### src/rtl/dma_cmd_sequencer.sv
// Command front-end for the bus DMA engine: queues single-word read/write
// commands, stages data in the shared buffer word and sequences the DMA strobes.
module dma_cmd_sequencer #(
  parameter int         FIFO_DEPTH     = 4,
  parameter logic [8:0] BUF_ADDR       = 9'h000,
  parameter int         TIMEOUT_CYCLES = 1024
) (
  input  logic                          clock,
  input  logic                          reset,
  input  logic                          cmd_valid,
  output logic                          cmd_ready,
  input  logic                          cmd_read_n_write,
  input  logic [31:0]                   cmd_address,
  input  logic [3:0]                    cmd_byte_enable,
  input  logic [31:0]                   cmd_write_data,
  output logic                          rsp_valid,
  output logic [31:0]                   rsp_data,
  output logic                          rsp_timeout,
  output logic                          ipcore_dataReady,
  output logic                          ipcore_readReady,
  output logic [3:0]                    ipcore_byteEnable,
  output logic [31:0]                   ipcore_address_to_read,
  input  logic                          ipcore_switch_ready,
  output logic [8:0]                    bufferAddress,
  output logic [31:0]                   dataIn,
  output logic                          writeEnable,
  input  logic [31:0]                   dataOut,
  output logic                          busy,
  output logic [$clog2(FIFO_DEPTH):0]   fifo_count
);

  localparam int PW = $clog2(FIFO_DEPTH);
  localparam int CW = PW + 1;
  localparam logic [CW-1:0] FULL_COUNT = CW'(FIFO_DEPTH);
  localparam logic [15:0]   TO_LAST    = 16'(TIMEOUT_CYCLES - 1);

  localparam logic [2:0] S_IDLE       = 3'd0;
  localparam logic [2:0] S_LOAD       = 3'd1;
  localparam logic [2:0] S_LAUNCH     = 3'd2;
  localparam logic [2:0] S_WAIT_START = 3'd3;
  localparam logic [2:0] S_WAIT_DONE  = 3'd4;
  localparam logic [2:0] S_RD_ADDR    = 3'd5;
  localparam logic [2:0] S_RD_DATA    = 3'd6;
  localparam logic [2:0] S_RESPOND    = 3'd7;

  typedef struct packed {
    logic        rnw;
    logic [31:0] addr;
    logic [3:0]  be;
    logic [31:0] data;
  } cmd_t;

  cmd_t          fifo_mem [FIFO_DEPTH];
  logic [PW-1:0] wr_ptr, rd_ptr;
  logic [CW-1:0] count;
  cmd_t          head, cur;

  logic [2:0]  state, state_next;
  logic [15:0] to_cnt;
  logic        timeout_q;
  logic [31:0] rsp_q;
  logic        push, pop, timeout_hit, abort;

  assign cmd_ready   = (count != FULL_COUNT);
  assign push        = cmd_valid && cmd_ready;
  assign head        = fifo_mem[rd_ptr];
  assign timeout_hit = (to_cnt == TO_LAST);

  // NOTE: the storage array has no reset; count and pointers alone decide
  // which entries are valid, so clearing them discards the contents.
  always_ff @(posedge clock) begin
    if (push)
      fifo_mem[wr_ptr] <= '{rnw: cmd_read_n_write, addr: cmd_address,
                             be: cmd_byte_enable, data: cmd_write_data};
  end

  // NOTE: every signal assigned here gets a default first, so no path
  // through the case statement can leave a latch behind.
  always_comb begin
    state_next = state;
    pop        = 1'b0;
    abort      = 1'b0;
    case (state)
      S_IDLE: begin
        if (count != '0 && ipcore_switch_ready) begin
          pop        = 1'b1;
          state_next = head.rnw ? S_LAUNCH : S_LOAD;
        end
      end
      S_LOAD:   state_next = S_LAUNCH;
      S_LAUNCH: if (ipcore_switch_ready) state_next = S_WAIT_START;
      S_WAIT_START: begin
        if (!ipcore_switch_ready) begin
          state_next = S_WAIT_DONE;
        end else if (timeout_hit) begin
          abort      = 1'b1;
          state_next = S_RESPOND;
        end
      end
      S_WAIT_DONE: begin
        // Completion wins over a timeout expiring in the same cycle.
        if (ipcore_switch_ready) begin
          state_next = cur.rnw ? S_RD_ADDR : S_RESPOND;
        end else if (timeout_hit) begin
          abort      = 1'b1;
          state_next = S_RESPOND;
        end
      end
      S_RD_ADDR: state_next = S_RD_DATA;
      S_RD_DATA: state_next = S_RESPOND;
      S_RESPOND: state_next = S_IDLE;
      default:   state_next = S_IDLE;
    endcase
  end

  // NOTE: sequential state uses non-blocking assignments only, so every
  // register samples pre-edge values regardless of statement order.
  always_ff @(posedge clock or negedge reset) begin
    if (!reset) begin
      state     <= S_IDLE;
      wr_ptr    <= '0;
      rd_ptr    <= '0;
      count     <= '0;
      cur       <= '0;
      to_cnt    <= '0;
      timeout_q <= 1'b0;
      rsp_q     <= '0;
    end else begin
      state <= state_next;

      if (push) wr_ptr <= wr_ptr + 1'b1;
      if (pop)  rd_ptr <= rd_ptr + 1'b1;
      case ({push, pop})
        2'b10:   count <= count + 1'b1;
        2'b01:   count <= count - 1'b1;
        default: count <= count;
      endcase

      if (pop) begin
        cur       <= head;
        timeout_q <= 1'b0;
        rsp_q     <= '0;
      end

      if (state == S_LAUNCH && ipcore_switch_ready)
        to_cnt <= '0;
      else if (state == S_WAIT_START || state == S_WAIT_DONE)
        to_cnt <= to_cnt + 16'd1;

      if (abort)              timeout_q <= 1'b1;
      if (state == S_RD_DATA) rsp_q     <= dataOut;
    end
  end

  assign busy       = (state != S_IDLE);
  assign fifo_count = count;

  assign ipcore_address_to_read = busy ? cur.addr : '0;
  assign ipcore_byteEnable      = busy ? cur.be   : '0;
  assign ipcore_dataReady = (state == S_LAUNCH) && ipcore_switch_ready && !cur.rnw;
  assign ipcore_readReady = (state == S_LAUNCH) && ipcore_switch_ready &&  cur.rnw;

  assign bufferAddress = (state == S_LOAD || state == S_RD_ADDR) ? BUF_ADDR : '0;
  assign dataIn        = (state == S_LOAD) ? cur.data : '0;
  assign writeEnable   = (state == S_LOAD);

  assign rsp_valid   = (state == S_RESPOND);
  assign rsp_data    = rsp_valid ? rsp_q : '0;
  assign rsp_timeout = rsp_valid && timeout_q;

endmodule

### config.mk
export PLATFORM = sky130hd
export DESIGN_NAME = dma_cmd_sequencer
export DESIGN_NICKNAME = d
export VERILOG_FILES = /design/src/rtl/dma_cmd_sequencer.sv
export SDC_FILE = /design/constraint.sdc
export NUM_CORES = 1
export LEC_CHECK = 0
export CAP_MARGIN = 20
export CORE_MARGIN = 2
export CORE_UTILIZATION = 35
export CTS_BUF_LIST = sky130_fd_sc_hd__clkbuf_4
export DETAILED_ROUTE_END_ITERATION = 10
export PLACE_DENSITY_LB_ADDON = 0.08
export RECOVER_POWER = 100
export SETUP_SLACK_MARGIN = 0.2
export SYNTH_ARGS = -nofsm -noshare
export SYNTH_HDL_FRONTEND = slang
export SYNTH_SLANG_ARGS = --single-unit
### constraint.sdc
create_clock -name clock -period 7.25 [get_ports clock]
set_clock_uncertainty 0.1 [all_clocks]
set_input_delay 1.45 -clock clock [delete_from_list [all_inputs] [get_ports clock]]
set_output_delay 1.45 -clock clock [all_outputs]
set_load 0.05 [all_outputs]
== After elaboration in Yosys (flattened, before gate mapping) ==
Memories as Yosys holds them, arrays and structs flattened.
Cells that the tools add are included.
Widths: inputs -> output; s select.

* Word-level logic and storage cells: 73
* Output and inout bits: 119
* Memories kept: 1
* Bits in writable memories: 276
* Register bits after elaboration: 128

* Add/sub/neg operators: 5
* Multiplexer cells: 27
* Equal/unequal tests: 13
* Reductions and logical operators: 16

{| class="wikitable"
|+ Memories
! memory !! depth !! bits a word !! rd ports !! clocked after memory_dff !! write ports !! RTL line !! source
|-
| fifo_mem || 4 || 69 || 1 || 0 || 1 || 53 || <nowiki>cmd_t fifo_mem [FIFO_DEPTH];</nowiki>
|}

{| class="wikitable"
|+ Operator list
! kind !! number
|-
| $mux 32 || 5
|-
| $mux 16 || 2
|-
| $pmux 3 s8 || 1
|-
| $add 16x1->16 const B || 1
|-
| $eq 16x10->1 const B || 1
|-
| $mux 3 || 5
|-
| $eq 3x3->1 const B || 4
|-
| $mux 1 || 9
|-
| $reduce_bool 2->1 || 4
|-
| $eq 3x2->1 const B || 2
|-
| $logic_and 1x1->1 || 6
|-
| $pmux 3 s2 || 1
|-
| $reduce_bool 3->1 || 2
|-
| $add 2x1->2 const B || 2
|-
| $mux 2 || 2
|-
| $mux 4 || 1
|-
| $ne 2x2->1 const B || 2
|-
| $add 3x1->3 const B || 1
|-
| $eq 3x1->1 const B || 1
|-
| $logic_not 3->1 || 1
|-
| $ne 3x3->1 const B || 1
|-
| $sub 3x1->3 const B || 1
|-
| $eq 2x1->1 const B || 1
|-
| $eq 2x2->1 const B || 1
|-
| other kinds (4) || 4
|}

== Longest topological paths before layout ==
Gate-level depths: netlist of run 1.

* Word-level depth: 6
* Depth in mapped cells: 10

== Worst setup path after synthesis of run 1 ==
No wires, ideal clock.

* Kind: input port to output port
* Start point: in ipcore_switch_ready
* End point: out ipcore_dataReady
* Slack: 3.270 ns
* Arrival: 2.430 ns
* Path buffers: 1
* Cell stages on the path: 3
* Path through: clkbuf_1 -> nand2_1 -> nor2_1

* Longest elaborated chain between the ends: 2

{| class="wikitable"
|+ Ends and longest elaborated chain
! what !! RTL line !! source
|-
| start: declaration || 23 || <nowiki>input logic ipcore_switch_ready,</nowiki>
|-
| $logic_and 1x1->1 (2 in series) || 160 || <nowiki>assign ipcore_dataReady = (state == S_LAUNCH) && ipcore_switch_ready && !cur.rnw;</nowiki>
|-
| end: declaration || 19 || <nowiki>output logic ipcore_dataReady,</nowiki>
|}

Every way passes these cells.

== Worst setup path in the final report of run 1 ==
* Start point: reg state[2]
* End point: out ipcore_address_to_read[31]

* Longest elaborated chain between the ends: 2

{| class="wikitable"
|+ Ends and longest elaborated chain
! what !! RTL line !! source
|-
| start: declaration || 58 || <nowiki>logic [2:0] state, state_next;</nowiki>
|-
| start signal: assignment || 129 || <nowiki>state <= state_next;</nowiki>
|-
| $reduce_bool 3->1 || 155 || <nowiki>assign busy = (state != S_IDLE);</nowiki>
|-
| $mux 32 || 158 || <nowiki>assign ipcore_address_to_read = busy ? cur.addr : '0;</nowiki>
|-
| end: declaration || 22 || <nowiki>output logic [31:0] ipcore_address_to_read,</nowiki>
|}

Every way passes these cells.

==> results.sh, run 1 <==
export IMPL_clk_latency_ns=0.81
export IMPL_outcome="finished, violations left"
export IMPL_synth_edf_count=276
export IMPL_gp_congestion=0.7605
export IMPL_p_leak_nw=7.645
export IMPL_r2r_start="rd_ptr[0]$_DFFE_PN0P_"
export IMPL_dr_pass1_iters=6
export IMPL_dieArea_mm2=0.04791
export IMPL_post_route_period_util=0.7714
export IMPL_wl_per_cell_um=19.25
export IMPL_seq_area_frac_synth=0.7110
export IMPL_cts_buffer_depth=3
export IMPL_path_clk_slew_ns=0.06
export IMPL_cts_tree="done"
export IMPL_min_from="cur[12]$_DFFE_PN0P_"
export IMPL_ir_drop_mv=0.2556
export IMPL_ant_nets=0
export IMPL_die_w_um=218.9
export IMPL_setup_worst_path_start="state[2]$_DFFE_PN0P_"
export IMPL_hold_violations=0
export IMPL_wl_um=37270
export IMPL_track_usage=0.1602
export IMPL_arrival_ns=4.04
export IMPL_postSynthCellCount=956
export IMPL_synth_top_area_cell="edfxtp_1"
export IMPL_timing_critical_path_required_ns=5.70
export IMPL_fin_util=0.4471
export IMPL_synth_area_leaders="edfxtp_1 51%, dfrtp_1 20%, mux4_2 9.6%"
export IMPL_setup_tns_ns=0
export IMPL_syn_to_final_growth_pct=25.82
export IMPL_ys_flop_type="edfxtp_1"
export IMPL_htree_levels=3
export IMPL_finalNetCount=1349
export IMPL_p_per_area_mw_per_mm2=412.7
export IMPL_fmax_mhz=178.8
export IMPL_drc=0
export IMPL_synth_top_area_frac=0.5128
export IMPL_viasPerCell=4.739
export IMPL_max_slew_worst_pin_slew_ns=3.861
export IMPL_violations="capacitance limit, slew limit"
export IMPL_cts_resized=0
export IMPL_critPathKind="flop to output port"
export IMPL_grt_max_degree=105
export IMPL_portBuffers=214
export IMPL_drv_slew=513
export IMPL_grt_pass1_vias=9664
export IMPL_finalSetupViolCount=0
export IMPL_yosys_cell_count_top_type="edfxtp_1"
export IMPL_async_flop_share=0.3168
export IMPL_ys_ff_latch=404
export IMPL_row_count=78
export IMPL_cts_root_buf="clkbuf_4"
export IMPL_chipHeight_um=218.9
export IMPL_crit_fanout=39
export IMPL_vias=9174
export IMPL_synth_cell_types=57
export IMPL_grt_antenna_before_repair=12
export IMPL_layout_drive_gt1_share=0.2517
export IMPL_rsz0062_at_grt="no"
export IMPL_hpwl_um=20500
export IMPL_start_util=0.3554
export IMPL_critPathLaunchType="flop"
export IMPL_synth_area_mm2=0.01616
export IMPL_ios=224
export IMPL_worstHoldPathType="flop to flop"
export IMPL_synth_top_cells_by_count="276 x edfxtp_1, 128 x dfrtp_1, 103 x and2_1, 81 x nand2_1, 70 x mux2_2"
export IMPL_grt_first_pass_wirelength_um=57400
export IMPL_slew_headroom=-1.574
export IMPL_clock_sinks=404
export IMPL_cts_made_buffers=108
export IMPL_crit_path_end_kind="output port"
export IMPL_period_minus_slack_ns=5.592
export IMPL_avgSynthCellArea_um2=16.91
export IMPL_grt_overflow=0
export IMPL_fp_coreArea_mm2=0.04548
export IMPL_yosysWarnings=0
export IMPL_cts_hold_buf=0
export IMPL_dr_first_iter_drc_count=457
export IMPL_final_fill_count=4231
export IMPL_drv_cap=11
export IMPL_postCtsSetupRepairBufs=0
[cells by family after synthesis]
kind of cell | share of synthesized area
flops | 0.7110
simple gates | 0.08067
mux | 0.1462
compound gates | 0.02919
buf+inv | 0.02144
xor+xnor | 0.005419
fa+ha+maj | 0.005884
other cells | 0.0002320
[layer usage]
metal / vias to the layer above / global-route usage / share of wire
li1: 4226 / - / -
met2: 258 / 0.2477 / 0.47
met4: 6 / 0.06239 / 0.019
met3: 62 / 0.04532 / 0.065
met1: 4622 / 0.2143 / 0.44
met5: - / 0 / 0.00097
[state kept, by name, summed over array words and instances (netlist names)]
| signal | flops |
|---|---|
| cur | 69 |
| fifo_count | 3 |
| fifo_mem | 276 |
| rd_ptr | 2 |
| rsp_q | 32 |
| state | 3 |
| timeout_q | 1 |
| to_cnt | 16 |
| wr_ptr | 2 |
[metrics by stage]
step | hold WS [ns] | total power [mW] | area, um2 | std cells | setup WS (ns)
6_report | 0.3972 | 8.393 | 20330 | 1936 | 1.658
5_1_grt | 0.4098 | 8.939 | 20320 | 1932 | 1.239
3_3_place_gp | 0.3813 | 6.475 | 18920 | 1727 | 2.463
4_1_cts | 0.4019 | 8.644 | 20400 | 1931 | 2.008
2_1_floorplan | 0.3720 | 5.496 | 16190 | 964 | 3.270
3_5_place_dp | 0.3875 | 6.490 | 18920 | 1727 | 2.478
[worst max-delay path, cell delays in order, from the launching register on]
cell	delay (ns)
dfrtp_1	0.80
or3_1	1.25
and2_1	0.27
dlygate4sd3_1	0.91
[final timing paths]
check,endpoint,cells past startpoint,slack (ns)
worst max-delay path,ipcore_address_to_read[31],3,1.66
worst min-delay path,cur[12]$_DFFE_PN0P_,1,0.40
worst max register to register,state[1]$_DFFE_PN0P_,5,2.02
worst min register to register,cur[12]$_DFFE_PN0P_,1,0.40
max in group asynchronous,cur[59]$_DFFE_PN0P_,2,2.54
min in group asynchronous,cur[25]$_DFFE_PN0P_,1,0.60
[power breakdown]
part,switching [mW],total (mW),internal [mW]
registers,0.356,3.52,3.16
clock network,0.937,2.09,1.15
logic,1.66,2.79,1.13
[placed cells by master, fill, tap and decap left out, types with 13 or more instances in the layout]
master             n
edfxtp_1         276
dlygate4sd3_1    181
clkbuf_4         166
dfrtp_1          126
and2_1           101
nand2_1           81
mux2_2            70
mux4_2            69
o21ai_0           46
clkdlybuf4s50_1   32
clkinv_1          28
inv_1             13
a21oi_1           13
[final cells by class]
cell class                 count  area [um2]  area share
inverter                      13       48.80    0.002400
tap                          600       750.7     0.03692
clock buffer                 166        1246     0.06129
antenna                        5       12.51   0.0006153
timing repair buffer         224        2193      0.1079
clock inverter                38       235.2     0.01157
multi-input combinational    486        4352      0.2140
sequential                   404       11500      0.5653
Power figures use the tool's default switching activity.
==> run 2: changes to the inputs <==
clock period = 4.8 ns   (was 7.25 ns; I/O delays follow)
==> results.sh, run 2 (synthesis results as in run 1) <==
export IMPL_outcome="finished, violations left"
export IMPL_violations="capacitance limit, slew limit"
export IMPL_grt_first_pass_wirelength_um=57080
export IMPL_top_regs="fifo_mem (276), cur (69), rsp_q (32)"
export IMPL_whs_ns=0.3953
export IMPL_top_usage_layer="met2"
export IMPL_cts_root_buf="clkbuf_4"
export IMPL_post_route_period_util=0.8961
export IMPL_dr_pass1_iters=4
export IMPL_grtUsageMet3=0.05100
export IMPL_dieArea_mm2=0.04791
export IMPL_critPathLaunchType="flop"
export IMPL_cts_tree="done"
export IMPL_fin_area_mm2=0.02037
export IMPL_ios=224
export IMPL_gp_congestion=0.7433
export IMPL_r2r_end="cur[20]$_DFFE_PN0P_"
export IMPL_htree_levels=3
export IMPL_fmax_mhz=232.5
export IMPL_arrival_ns=3.24
export IMPL_final_fill_count=4246
export IMPL_p_per_area_mw_per_mm2=619.5
export IMPL_ir_drop_mv=0.3374
export IMPL_chipHeight_um=218.9
export IMPL_use_met2=0.2398
export IMPL_grt_pass1_vias=9756
export IMPL_postLayoutSetupSlackWorst_ns=0.4989
export IMPL_final_cell_mix="276 x edfxtp_1, 181 x dlygate4sd3_1, 175 x clkbuf_4, 127 x dfrtp_1, 101 x and2_1"
export IMPL_max_slew_worst_pin_slew_ns=2.831
export IMPL_hpwl_um=20590
export IMPL_portBuffers=214
export IMPL_final_common_cell="edfxtp_1"
export IMPL_start_util=0.3554
export IMPL_finalSetupViolCount=0
export IMPL_largest_reg_flops=276
export IMPL_die_w_um=218.9
export IMPL_crit_path_end_kind="output port"
export IMPL_ant_nets=0
export IMPL_path_clk_slew_ns=0.06
export IMPL_finalNetCount=1350
export IMPL_rsz0062_at_grt="no"
export IMPL_critPathKind="flop to output port"
export IMPL_r2r_slack_ns=0.80
export IMPL_setup_worst_path_start="state[2]$_DFFE_PN0P_"
export IMPL_pre_cts_ws_ns=1.018
export IMPL_largest_register="fifo_mem"
export IMPL_reg2regPathDepth=3
export IMPL_crit_fanout=39
export IMPL_layout_drive_gt1_share=0.2619
export IMPL_hold_violations=0
export IMPL_cts_made_buffers=106
export IMPL_drv_slew=361
export IMPL_slew_headroom=-0.8874
export IMPL_cts_buffer_depth=3
export IMPL_track_usage=0.1588
export IMPL_viasPerCell=4.713
export IMPL_wl_per_cell_um=19.05
export IMPL_wl_um=36940
export IMPL_fp_coreArea_mm2=0.04548
export IMPL_grt_overflow=0
export IMPL_period_minus_slack_ns=4.301
export IMPL_dr_first_iter_drc_count=444
export IMPL_drv_cap=7
export IMPL_grt_max_degree=105
export IMPL_worstHoldPathType="flop to flop"
export IMPL_fin_util=0.4479
export IMPL_p_leak_nw=7.678
export IMPL_drc=0
export IMPL_cp_endpoint="ipcore_address_to_read[8]"
export IMPL_vias=9139
export IMPL_row_count=78
export IMPL_timing_critical_path_required_ns=3.74
export IMPL_use_met1=0.2138
export IMPL_r2r_start="rd_ptr[1]$_DFFE_PN0P_"
export IMPL_clk_latency_ns=0.80
export IMPL_syn_to_final_growth_pct=26.03
export IMPL_grt_antenna_before_repair=14
export IMPL_placed_area_mm2=0.01901
export IMPL_setup_tns_ns=0
export IMPL_clock_sinks=404
==> run 2: changes by cell type in the layout (fill, tap and decap cells not counted), moves of 5 or more <==
cell | before | now
clkbuf_2 | 1 | 6
clkbuf_4 | 166 | 175
clkbuf_1 | 6 | 0
clkinv_1 | 28 | 18
diode_2 | 5 | 10
==> run 2: timing repair <==
item	in CTS	in global routing
hold buffers	1	0
gates resized for setup	1	0
setup endpoints to repair	35	0
endpoints found under the hold margin	1	0
setup buffers	0	0
==> run 2: per-layer routing <==
layer	vias to the layer above	routed length (um)	share of wire
met5	-	69	0.0019
met1	4587	16600	0.45
met3	77	2294	0.062
met4	12	886	0.024
li1	4233	-	-
met2	230	17090	0.46
==> run 2: worst max-delay path, stage by stage (launching register included) <==
cell and delay (ns):
dfrtp_1 0.79, or3_4 0.55, and2_1 0.20, dlygate4sd3_1 0.88
==> run 2: worst min path at each step <==
stage,slack (ns),depth (start not counted),startpoint,end
after floorplan,0.37,1,cur[32]$_DFFE_PN0P_,cur[32]$_DFFE_PN0P_
after global placement,0.38,1,cur[26]$_DFFE_PN0P_,cur[26]$_DFFE_PN0P_
after detailed placement,0.39,1,cur[1]$_DFFE_PN0P_,cur[1]$_DFFE_PN0P_
after CTS,0.40,1,cur[1]$_DFFE_PN0P_,cur[1]$_DFFE_PN0P_
after global routing,0.41,1,cur[26]$_DFFE_PN0P_,cur[26]$_DFFE_PN0P_
final,0.40,1,cur[26]$_DFFE_PN0P_,cur[26]$_DFFE_PN0P_
==> run 2: power breakdown <==
group          switching [mW]  internal [mW]  total (mW)
Sequential              0.586           4.75        5.34
Clock                    1.39           1.69        3.08
Combinational            2.45           1.75        4.20
==> run 2: per-stage QoR <==
stage,total power [mW],instances
after global routing,13.42,1935
after detailed placement,9.860,1729
after global placement,9.821,1729
after CTS,13.03,1929
after floorplan,8.301,964
final,12.62,1939
==> run 2: area by class of cell <==
type,count,area [um2],area share
Sequential cell,404,11490,0.5643
Inverter,13,48.80,0.002396
Tap cell,600,750.7,0.03686
Timing Repair Buffer,227,2250,0.1104
Clock buffer,174,1306,0.06413
Antenna cell,10,25.02,0.001229
Multi-Input combinational cell,486,4357,0.2139
Clock inverter,25,136.4,0.006696
==> run 3: changes to the inputs <==
--- a/config.mk
+++ b/config.mk
@@ -14,3 +14,5 @@
 export RECOVER_POWER = 100
+export REMOVE_ABC_BUFFERS = 1
 export SETUP_SLACK_MARGIN = 0.2
+export SLEW_MARGIN = 40
 export SYNTH_ARGS = -nofsm -noshare
==> constraint.sdc (replaced) <==
create_clock -name clock -period 4.8 [get_ports clock]
set_clock_uncertainty 0.1 [all_clocks]
set_input_delay 0.72 -clock clock [delete_from_list [all_inputs] [get_ports clock]]
set_output_delay 0.72 -clock clock [all_outputs]
set_load 0.05 [all_outputs]
==> results.sh, run 3 (synthesis results as in run 1) <==
export IMPL_arrival_ns=3.51
export IMPL_power_mw=12.58
export IMPL_final_fill_count=4212
export IMPL_wl_per_cell_um=19.05
export IMPL_worstHoldPathType="primary input to flop"
export IMPL_rsz0062_at_grt="no"
export IMPL_grt_overflow=0
export IMPL_wl_um=37070
export IMPL_track_usage=0.1590
export IMPL_hold_violations=0
export IMPL_fp_coreArea_mm2=0.04548
export IMPL_timing_critical_path_required_ns=3.98
export IMPL_cp_num_buf_inv=1
export IMPL_portBuffers=214
export IMPL_critPathKind="flop to output port"
export IMPL_clock_sinks=404
export IMPL_die_w_um=218.9
export IMPL_crit_chain="or3_2 > and2_1 > dlygate4sd3_1"
export IMPL_crit_path_end_kind="output port"
export IMPL_grtUsageMet3=0.05322
export IMPL_p_per_area_mw_per_mm2=617.0
export IMPL_critPathLaunchType="flop"
export IMPL_dr_first_iter_drc_count=428
export IMPL_ant_nets=0
export IMPL_fin_area_mm2=0.02038
export IMPL_slew_headroom=-0.6102
export IMPL_drc=0
export IMPL_ios=224
export IMPL_use_met1=0.1970
export IMPL_placed_area_mm2=0.01900
export IMPL_finalSetupViolCount=0
export IMPL_grt_max_degree=105
export IMPL_postLayoutSetupSlackWorst_ns=0.4744
export IMPL_setup_tns_ns=0
export IMPL_path_clk_slew_ns=0.06
export IMPL_p_leak_nw=7.677
export IMPL_vias=9099
export IMPL_use_met2=0.2605
export IMPL_finalNetCount=1357
export IMPL_row_count=78
export IMPL_dieArea_mm2=0.04791
export IMPL_cpPeakStageDelay_ns=0.96
export IMPL_outcome="finished, violations left"
export IMPL_ir_drop_mv=0.2559
export IMPL_max_slew_worst_pin_slew_ns=2.415
export IMPL_cts_made_buffers=108
export IMPL_final_common_cell="edfxtp_1"
export IMPL_viasPerCell=4.676
export IMPL_postCtsSetupRepairBufs=0
export IMPL_htree_levels=3
export IMPL_top_regs="fifo_mem (276), cur (69), rsp_q (32)"
export IMPL_grt_first_pass_wirelength_um=56980
export IMPL_grt_antenna_before_repair=14
export IMPL_period_minus_slack_ns=4.326
export IMPL_pre_cts_ws_ns=1.322
export IMPL_layout_drive_gt1_share=0.2599
export IMPL_path_delay_family="buffers and inverters"
export IMPL_crit_fanout=39
export IMPL_violations="capacitance limit, slew limit"
export IMPL_gp_congestion=0.7159
export IMPL_chipHeight_um=218.9
export IMPL_largest_register="fifo_mem"
export IMPL_syn_to_final_growth_pct=26.13
export IMPL_cts_root_buf="clkbuf_4"
export IMPL_clk_latency_ns=0.82
export IMPL_dr_pass1_iters=4
export IMPL_fmax_mhz=231.2
export IMPL_grt_pass1_vias=9730
export IMPL_drv_cap=7
export IMPL_crit_path_top_delay_cell="dlygate4sd3_1"
export IMPL_drv_slew=344
export IMPL_top_usage_layer="met2"
export IMPL_start_util=0.3554
export IMPL_largest_reg_flops=276
export IMPL_cts_buffer_depth=3
export IMPL_whs_ns=0.3666
export IMPL_cts_tree="done"
export IMPL_final_cell_mix="276 x edfxtp_1, 179 x clkbuf_4, 179 x dlygate4sd3_1, 127 x dfrtp_1, 101 x and2_1"
export IMPL_hpwl_um=21330
export IMPL_post_route_period_util=0.9012
[run 3: final cells by class]
class / instances / area [um2] / area share
antenna: 7 / 17.52 / 0.0008593
clock buffer: 178 / 1336 / 0.06555
clock inverter: 26 / 112.6 / 0.005524
inverter: 13 / 48.80 / 0.002394
multi-input combinational: 486 / 4352 / 0.2135
sequential: 404 / 11490 / 0.5639
tap: 600 / 750.7 / 0.03683
timing repair buffer: 232 / 2272 / 0.1115
[run 3: repair_timing]
action	CTS	global route
hold endpoints to repair	67	0
setup endpoints to repair	0	0
hold buffers	1	0
resized for setup	0	0
[run 3: through the flow]
step           cells  utilization
6_report        1946       0.4482
5_1_grt         1941       0.4479
4_1_cts         1938       0.4498
3_5_place_dp    1733       0.4178
3_3_place_gp    1732       0.4173
2_1_floorplan    903            -
[run 3: worst register-to-register path: cells and delay by family (launching register included)]
| family | cells | cell delay (ns) |
|---|---|---|
| flip-flops | 1 | 0.40 |
| adder cells (fa/ha/maj) | 1 | 0.16 |
| buffers and inverters | 2 | 1.16 |
| AND/OR/NAND/NOR | 1 | 1.77 |
[run 3: path summary, 6_finish.rpt]
kind / startpoint / endpoint / slack (ns) / cells after the start
min in group asynchronous: reset / rsp_q[16]$_DFFE_PN0P_ / 0.41 / 2
max in group asynchronous: reset / cur[19]$_DFFE_PN0P_ / 2.05 / 3
worst max-delay path: state[2]$_DFFE_PN0P_ / ipcore_address_to_read[20] / 0.47 / 3
worst min-delay path: dataOut[8] / rsp_q[8]$_DFFE_PN0P_ / 0.37 / 3
worst min register to register: cur[15]$_DFFE_PN0P_ / cur[15]$_DFFE_PN0P_ / 0.40 / 1
worst max register to register: wr_ptr[0]$_DFFE_PN0P_ / fifo_mem[2][3]$_DFFE_PP_ / 0.81 / 4
[run 3: power breakdown]
part / internal, mW / switching (mW)
clock network: 1.67 / 1.41
logic: 1.71 / 2.51
registers: 4.76 / 0.520
[run 3: per-layer routing]
layer  wire (um)  up-vias
met1       16030     4539
li1            -     4243
met3        2139       73
met2       18170      234
met5          57        -
met4         671       10
